File: src/rtl/nn_pkg.sv
// Shared definitions for the neural-network datapath: Q8.8 word format and
// the state type of the output deserializer.
package nn_pkg;

    localparam int DATA_WIDTH      = 16;
    localparam int DATA_INT_WIDTH  = 8;
    localparam int DATA_FRAC_WIDTH = 8;

    typedef enum logic {
        COLLECT = 1'b0,
        HOLD    = 1'b1
    } deser_state_t;

endpackage

File: src/rtl/output_deserializer.sv
// Packs a serial stream of Q8.8 neuron outputs into one wide frame and holds
// it until the consumer acknowledges it with outReady.
module output_deserializer
    import nn_pkg::*;
#(
    parameter int numOutputs   = 10,
    parameter int dataWidth    = DATA_WIDTH,
    parameter int counterWidth = $clog2(numOutputs)
) (
    input  logic                             clk,
    input  logic                             reset,
    input  logic                             inValid,
    input  logic [dataWidth-1:0]             deserializerIn,
    input  logic                             outReady,
    output logic [numOutputs*dataWidth-1:0]  deserializerOut,
    output logic                             outValid,
    output logic [counterWidth-1:0]          count,
    output logic                             overflow
);

    localparam logic [counterWidth-1:0] LAST_SLOT = counterWidth'(numOutputs - 1);

    deser_state_t                state;
    deser_state_t                stateNext;
    logic [counterWidth-1:0]     countNext;
    logic                        outValidNext;
    logic                        overflowNext;
    logic                        acceptWord;
    logic [counterWidth-1:0]     writeSlot;
    logic [numOutputs-1:0]       slotWrite;

    // Next-state and control decode. A release in HOLD may accept a word on
    // the same edge, which then becomes slot 0 of the following frame.
    always_comb begin
        stateNext    = state;
        countNext    = count;
        outValidNext = outValid;
        overflowNext = overflow;
        acceptWord   = 1'b0;
        writeSlot    = count;
        case (state)
            COLLECT: begin
                if (inValid) begin
                    acceptWord = 1'b1;
                    if (count == LAST_SLOT) begin
                        countNext    = '0;
                        outValidNext = 1'b1;
                        stateNext    = HOLD;
                    end else begin
                        countNext = count + counterWidth'(1);
                    end
                end
            end
            HOLD: begin
                if (outReady) begin
                    outValidNext = 1'b0;
                    stateNext    = COLLECT;
                    writeSlot    = '0;
                    if (inValid) begin
                        acceptWord = 1'b1;
                        countNext  = counterWidth'(1);
                    end else begin
                        countNext = '0;
                    end
                end else if (inValid) begin
                    overflowNext = 1'b1;
                end
            end
            default: begin
                stateNext = COLLECT;
            end
        endcase
    end

    always_comb begin
        slotWrite = '0;
        for (int i = 0; i < numOutputs; i++) begin
            slotWrite[i] = acceptWord && (writeSlot == counterWidth'(i));
        end
    end

    always_ff @(posedge clk) begin
        if (reset) begin
            state           <= COLLECT;
            count           <= '0;
            outValid        <= 1'b0;
            overflow        <= 1'b0;
            deserializerOut <= '0;
        end else begin
            state    <= stateNext;
            count    <= countNext;
            outValid <= outValidNext;
            overflow <= overflowNext;
            for (int i = 0; i < numOutputs; i++) begin
                if (slotWrite[i]) begin
                    deserializerOut[i*dataWidth +: dataWidth] <= deserializerIn;
                end
            end
        end
    end

endmodule

File: config.mk
export PLATFORM = sky130hd
export DESIGN_NAME = output_deserializer
export DESIGN_NICKNAME = d
export VERILOG_FILES = /design/src/rtl/nn_pkg.sv /design/src/rtl/output_deserializer.sv
export SDC_FILE = /design/constraint.sdc
export NUM_CORES = 1
export LEC_CHECK = 0
export CAP_MARGIN = 20
export CORE_MARGIN = 3
export CORE_UTILIZATION = 35
export CTS_CLUSTER_DIAMETER = 100
export DETAILED_ROUTE_END_ITERATION = 10
export PLACE_DENSITY = 0.7
export SYNTH_ARGS = -nofsm -noshare
export SYNTH_HDL_FRONTEND = slang
export SYNTH_SLANG_ARGS = --single-unit
File: constraint.sdc
create_clock -name clk -period 1.9 [get_ports clk]
set_input_delay 0.38 -clock clk [delete_from_list [all_inputs] [get_ports clk]]
set_output_delay 0.38 -clock clk [all_outputs]
set_load 0.05 [all_outputs]
# Word-level counts from Yosys, hierarchy flattened

Index checks and enable logic that the tools add are counted.

Bits in registers: 167
Bits of input ports: 20
Output and inout port bits: 166
Logic and storage cells: 62

$add $sub $neg: 1
Eq/ne operators: 13
Multiplexer cells: 18
Bitwise gates (word level): 2
Reduce and logical (&&, ||, !) cells: 14

Operators by type and width:

| operator              | count |
|---|---|
| $mux W4               | 5 |
| $eq A4 B3 Y1 const B  | 4 |
| $eq A4 B4 Y1 const B  | 3 |
| $logic_and A1 B1 Y1   | 10 |
| $mux W1               | 9 |
| $eq A4 B2 Y1 const B  | 2 |
| $pmux W4 S2           | 1 |
| $ne A2 B2 Y1 const B  | 3 |
| $pmux W1 S2           | 3 |
| $reduce_and A3 Y1     | 2 |
| $add A4 B1 Y4 const B | 1 |
| $eq A4 B1 Y1 const B  | 1 |
| $logic_not A4 Y1      | 1 |
| $not A1 Y1            | 2 |
| $reduce_and A2 Y1     | 1 |

# Depth between registers and ports, before layout

Gate-level depths: netlist of run 1.

Depth after elaboration: 4
Gate-level depth with buffers: 7

# Worst setup path after synthesis of run 1

No wires, ideal clock.

Kind: flip-flop to flip-flop
From: register count[0]
To: register deserializerOut[85]
Arrival time: 1.659 ns
Slack: 0.109 ns
Stages on the path, launching flop included: 5
Buffers on the path: 1
Path through: dfxtp_1 > or3b_1 > clkbuf_1 > o21ai_0 > a21oi_1

Cells in the longest elaborated chain, start to end: 4

RTL lines:

| what                           | line                      | RTL |
|---|---|---|
| start: declaration             | output_deserializer.sv:17 | `output logic [counterWidth-1:0] count,` |
| start signal: assignment       | output_deserializer.sv:91 | `count <= countNext;` |
| $mux W4                        | output_deserializer.sv:55 | `if (outReady) begin` |
| $mux W4 *                      | output_deserializer.sv:41 | `case (state)` |
| $eq A4 B3 Y1 *                 | output_deserializer.sv:78 | `slotWrite[i] = acceptWord && (writeSlot == counterWidth'(i));` |
| $logic_and A1 B1 Y1 *          | output_deserializer.sv:78 |  |
| end signal: indexed assignment | output_deserializer.sv:96 | `deserializerOut[i*dataWidth +: dataWidth] <= deserializerIn;` |
| end: declaration               | output_deserializer.sv:15 | `output logic [numOutputs*dataWidth-1:0] deserializerOut,` |

Mark *: on every way between the ends. The rest lies on a longest branch, timed or not.
A chain may end at the register's enable or synchronous reset.

# Worst setup path in the final report of run 1

From: register count[3]
To: output count[3]

No word-level cell between the ends.

==> results.py, run 1 <==
metrics = {
    "outcome": {
        "outcome": "complete, no violations",
    },
    "setup_path": {
        "startpoint_type": "register",
        "crit_fanout": 10,
        "cp-end-kind": "primary output",
        "critPathArrivalTime_ns": 1.40,
        "startpoint": "count[3]",
        "critPathKind": "register to primary output",
        "r2r-start": "state",
        "timing.critical_path.required_ns": 1.52,
    },
    "clock_tree": {
        "clock_latency_ns": 0.42,
        "htreeDepth": 4,
        "cts_setup_buffers": 0,
        "cts-root-to-sink-buffers": 2,
        "path_clk_slew_ns": 0.07,
        "cts.sinks": 167,
        "cts_tree": "done",
        "cts_buffers": 17,
        "cts-root-buf": "clkbuf_16",
    },
    "final_layout": {
        "layout-drive-gt1-share_pct": 11.4,
        "multi_input_area_sq_um": 3090,
        "fin_util_pct": 49.2,
        "nFillCells": 1850,
        "antenna-diode-count": 0,
        "area_growth_pct": 37.0,
        "nets": 842,
        "postLayoutCellArea_sq_um": 9300,
        "seqCellArea_sq_um": 3340,
    },
    "timing": {
        "tightest_slew_ns": 0.528,
        "slew_headroom_pct": 64.8,
        "fin_crit_sh_pct": 93.9,
        "max_freq_mhz": 561,
        "layout_setup_ws_ns": 0.116,
        "finalSetupViolCount": 0,
        "rsz0062_at_grt": "no",
        "drv_slew": 0,
        "hold_violations": 0,
        "holdWs_ns": 0.373,
        "skew_ns": 0.0111,
        "min_period_ns": 1.78,
    },
    "logic_synthesis": {
        "synth.distinct_cells": 40,
        "ys_warn_count": 0,
        "synth-seq-cells": 167,
        "ys_async_sr_fraction_pct": 0,
        "synth_top_cell_by_area": "dfxtp_1",
        "synth_common_cells": "dfxtp_1, nand2b_1, mux2i_1",
        "ys.flop_type": "dfxtp_1",
        "synth_top_area_share_pct": 49.2,
        "synth_cells": 651,
        "synth_seq_area_share_pct": 49.2,
        "synth.most_common_cell": "dfxtp_1",
        "syn_nets": 673,
        "synth_area_sq_um": 6790,
        "synthTopCellsByArea": "dfxtp_1, mux2i_1, nand2b_1",
        "synth_edf_count": 0,
        "avgSynthCellArea_sq_um": 10.4,
    },
    "floorplan": {
        "start_util_pct": 35.9,
        "coreArea_sq_um": 18900,
        "die_y_microns": 145,
        "rows": 50,
        "ios": 186,
        "dieWidth_microns": 145,
        "fp.dieArea_sq_um": 21100,
    },
    "pwr": {
        "powerDensity_nw_per_um2": 827,
        "peakVddDrop_v": 0.000564,
        "totalPowerFinal_mw": 7.69,
        "p_leak_nw": 4.65,
    },
    "worst_hold_path": {
        "holdCritStartpoint": "reset",
        "hold_class": "input port to register",
    },
    "route": {
        "wl_mm": 18.5,
        "post_drt_wl_per_cell_microns": 16.9,
        "dr.first_iter.drc_count": 295,
        "firstDrtPassIters": 4,
        "vias": 5147,
        "drc": 0,
        "drt-vias-per-instance": 4.71,
        "antenna_left": 0,
    },
    "global_route": {
        "grt_pass1_wl_mm": 29.4,
        "overflow": 0,
        "grt_max_degree": 66,
        "antenna_found_initial": 0,
        "grtUsageTotal_pct": 17.4,
        "grt_pass1_vias": 5156,
    },
    "place": {
        "place.gp.congestion": 0.805,
        "dp_worst_setup_slack_ns": -0.205,
        "postPlaceCellArea_sq_um": 8890,
        "place_hpwl_mm": 12.8,
        "portBuffers": 185,
    },
    "job": {
        "maxCapViolCount": 0,
    },
}
[critical path, stage by stage (launching register included)]
cell and delay, ns:
dfxtp_1 0.61, buf_4 0.24, buf_12 0.14
[layer usage]
metal / routed length, microns / global-route usage [%] / part of all wire [%]
met1: 8760 / 23.7 / 47
met4: 156 / 4.18 / 0.84
met3: 1220 / 5.93 / 6.6
met2: 8330 / 26.6 / 45
met5: 0 / 0 / 0
[flip-flops by register name, indices dropped and copies added (netlist names)]
| name | cells |
|---|---|
| deserializerOut | 160 |
| count | 4 |
| outValid | 1 |
| overflow | 1 |
| state | 1 |
[area by class of cell]
class / count / area share, %
sequential: 167 / 36.0
multi-input combinational: 418 / 33.2
timing repair buffer: 213 / 21.0
clock buffer: 25 / 5.22
tap: 260 / 3.50
clock inverter: 6 / 0.969
inverter: 3 / 0.121
[logic make-up (layout without fill, tap and decap cells)]
| logic type | count (synthesis) | after routing | share of synthesized area [%] |
|---|---|---|---|
| compound gates | 76 | 76 | 6.36 |
| fa+ha+maj | 2 | 2 | 0.369 |
| buf+inv | 66 | 247 | 5.23 |
| flops | 167 | 167 | 49.2 |
| mux | 129 | 129 | 19.0 |
| simple gates | 211 | 211 | 19.8 |
[layout by cell type (no fill, tap or decap), types with 2 or more instances in the layout]
cell type	netlist	final
a21oi_1	36	36
buf_12	0	11
buf_4	4	48
bufinv_16	0	2
clkbuf_1	31	5
clkbuf_16	0	17
clkbuf_8	0	3
clkdlybuf4s50_1	0	18
dfxtp_1	167	167
dlygate4sd2_1	0	136
ha_1	2	2
inv_1	3	3
inv_6	0	2
mux2i_1	129	129
nand2_1	3	3
nand2b_1	146	146
nand3_1	34	34
nand3_2	3	3
nand3_4	2	2
nand3b_1	3	3
nor2_1	4	4
nor2b_1	3	3
o21ai_0	28	28
o21ai_1	5	5
or3b_1	2	2
[through the flow]
step                      instances  setup TNS (ns)
after detailed placement       1061           -3.25
final                          1092               0
after floorplan                 651               0
after CTS                      1092               0
after global placement         1061           -2.18
after global routing           1092               0
[repair_timing]
item | in CTS | in global routing
hold buffers | 0 | 0
gates resized for setup | 136 | 0
setup endpoints to repair | 136 | 0
[power breakdown]
group          internal [mW]  leakage [nW]  switching, mW
combinational          0.247          3.03          0.460
clock                   2.04         0.278           1.35
sequential              3.55          1.35         0.0362
total                   5.84          4.65           1.85
[final timing paths]
kind | to | slack [ns] | depth (start not counted)
max | count[3] | 0.12 | 2
min | deserializerOut[20] | 0.37 | 2
max reg2reg | deserializerOut[72] | 0.16 | 4
min reg2reg | outValid | 0.47 | 2
Power figures use the tool's default switching activity.
==> run 2: changes to the inputs <==
--- a/config.mk
+++ b/config.mk
@@ -11,6 +11,7 @@
 export CTS_CLUSTER_DIAMETER = 100
 export DETAILED_ROUTE_END_ITERATION = 10
 export PLACE_DENSITY = 0.7
+export RECOVER_POWER = 50
 export SYNTH_ARGS = -nofsm -noshare
 export SYNTH_HDL_FRONTEND = slang
 export SYNTH_SLANG_ARGS = --single-unit
==> run 2 against run 1 <==
Via count increased by 0.56%; total power decreased by 0.24%; first-iteration DRC count is 12% lower; critical path depth stayed put; sequential power hardly changed; clock power hardly changed; wire length is 0.23% higher; combinational power fell by 2%; maximum frequency up 0.14%; die area unchanged; flip-flop and latch count is the same; final area down 2.2%.
==> results.py, run 2 (same netlist as run 1, synthesis figures left out) <==
metrics = {
    "outcome": {
        "outcome": "complete, no violations",
    },
    "place": {
        "portBuffers": 185,
        "postPlaceCellArea_sq_um": 8890,
        "place.gp.congestion": 0.805,
        "place_hpwl_mm": 12.8,
        "dp_cells": 1061,
    },
    "final_layout": {
        "top_regs": "deserializerOut x160, count x4",
        "final_common_cell": "dfxtp_1",
        "largest_register_ffs": 160,
        "regMostFlops": "deserializerOut",
        "layout_common_cells": "dfxtp_1, nand2b_1, dlygate4sd2_1, mux2i_1, a21oi_1",
        "fin_util_pct": 48.2,
        "layout.cells.non_filler": 1092,
        "postLayoutCellArea_sq_um": 9100,
        "layout-drive-gt1-share_pct": 7.93,
        "nets": 842,
        "antenna-diode-count": 0,
        "area_growth_pct": 34.0,
    },
    "clock_tree": {
        "clock_latency_ns": 0.42,
        "cts-root-to-sink-buffers": 2,
        "htreeDepth": 4,
        "cts_buffers": 17,
        "ctsHoldBuffers": 0,
        "cts-root-buf": "clkbuf_16",
        "cts.sinks": 167,
        "path_clk_slew_ns": 0.07,
        "cts_tree": "done",
    },
    "route": {
        "drt-vias-per-instance": 4.74,
        "drc": 0,
        "antenna_left": 0,
        "dr.first_iter.drc_count": 259,
        "vias": 5176,
        "wl_mm": 18.5,
        "post_drt_wl_per_cell_microns": 16.9,
        "firstDrtPassIters": 4,
    },
    "floorplan": {
        "coreArea_sq_um": 18900,
        "die_y_microns": 145,
        "fp.dieArea_sq_um": 21100,
        "ios": 186,
        "start_util_pct": 35.9,
        "rows": 50,
        "dieWidth_microns": 145,
    },
    "global_route": {
        "overflow": 0,
        "grt_pass1_vias": 5156,
        "grt_pass1_wl_mm": 29.4,
        "grt_max_degree": 66,
        "met2_usage_pct": 26.6,
        "use_met3_pct": 5.93,
        "grtUsageTotal_pct": 17.4,
        "antenna_found_initial": 0,
        "grt_use_met1_pct": 23.7,
        "top_usage_layer": "met2",
    },
    "setup_path": {
        "cp_cell_sequence": "buf_4 > buf_12",
        "r2r-end": "deserializerOut[137]",
        "cp-end-kind": "primary output",
        "cpPeakStageDelay_ns": 0.60,
        "r2r_cells": 5,
        "timing.critical_path.required_ns": 1.52,
        "worst-path-stages": 2,
        "critPathArrivalTime_ns": 1.40,
        "r2r-start": "state",
        "crit_fanout": 10,
        "startpoint_type": "register",
        "critPathKind": "register to primary output",
        "path_buf_inv": 2,
        "r2r_slack_ns": 0.15,
        "path_delay_family": "flip-flops",
        "cpMaxStageDelayCell": "dfxtp_1",
    },
    "timing": {
        "fin_crit_sh_pct": 93.8,
        "max_freq_mhz": 561,
        "tightest_slew_ns": 0.691,
        "skew_ns": 0.00861,
        "drv_slew": 0,
        "finalSetupViolCount": 0,
        "rsz0062_at_grt": "no",
        "slew_headroom_pct": 54.1,
        "hold_violations": 0,
        "min_period_ns": 1.78,
    },
    "worst_hold_path": {
        "holdPathStages": 2,
        "holdCritStartpoint": "reset",
        "hold_class": "input port to register",
        "hold_end": "deserializerOut[20]",
    },
    "pwr": {
        "totalPowerFinal_mw": 7.67,
        "peakVddDrop_v": 0.000570,
        "powerDensity_nw_per_um2": 843,
        "p_leak_nw": 4.50,
    },
    "job": {
        "maxCapViolCount": 0,
    },
}
[run 2: per-stage QoR]
step	hold WS, ns	worst slack (ns)	setup TNS [ns]
6_report	0.373	0.119	0
2_1_floorplan	0.528	0.109	0
3_5_place_dp	0.465	-0.205	-3.25
5_1_grt	0.383	0.0192	0
3_3_place_gp	0.460	-0.156	-2.18
4_1_cts	0.357	0.0976	0
[run 2: final cells by class]
type,count,area (sq um)
Sequential cell,167,3340
Inverter,3,11.3
Clock inverter,6,90.1
Multi-Input combinational cell,418,3080
Clock buffer,25,485
Timing Repair Buffer,213,1760
Fill cell,1888,9800
Tap cell,260,325
[run 2: routing by layer]
metal  wire length (microns)  up-vias  part of all wire, %
met5                       0        -                    0
li1                        -     2534                    -
met1                    8790     2448                   47
met3                    1250       14                  6.7
met4                     185        0                  1.0
met2                    8290      180                   45
[run 2: repair_timing]
item,4_1_cts,5_1_grt
setup buffers,0,0
endpoints found under the setup margin,136,0
resized for setup,136,0
[run 2: where the power goes]
part,internal [mW],switching [mW]
registers,3.55,0.0360
logic,0.233,0.458
clock network,2.04,1.35
[run 2: how the worst max path moves through the flow]
stage,startpoint,end,slack (ns)
final,count[3],count[3],0.12
after global routing,state,deserializerOut[137],0.02
after CTS,count[3],count[3],0.1
after detailed placement,outReady,deserializerOut[72],-0.20
after global placement,outReady,deserializerOut[76],-0.16
after floorplan,count[0],deserializerOut[85],0.11
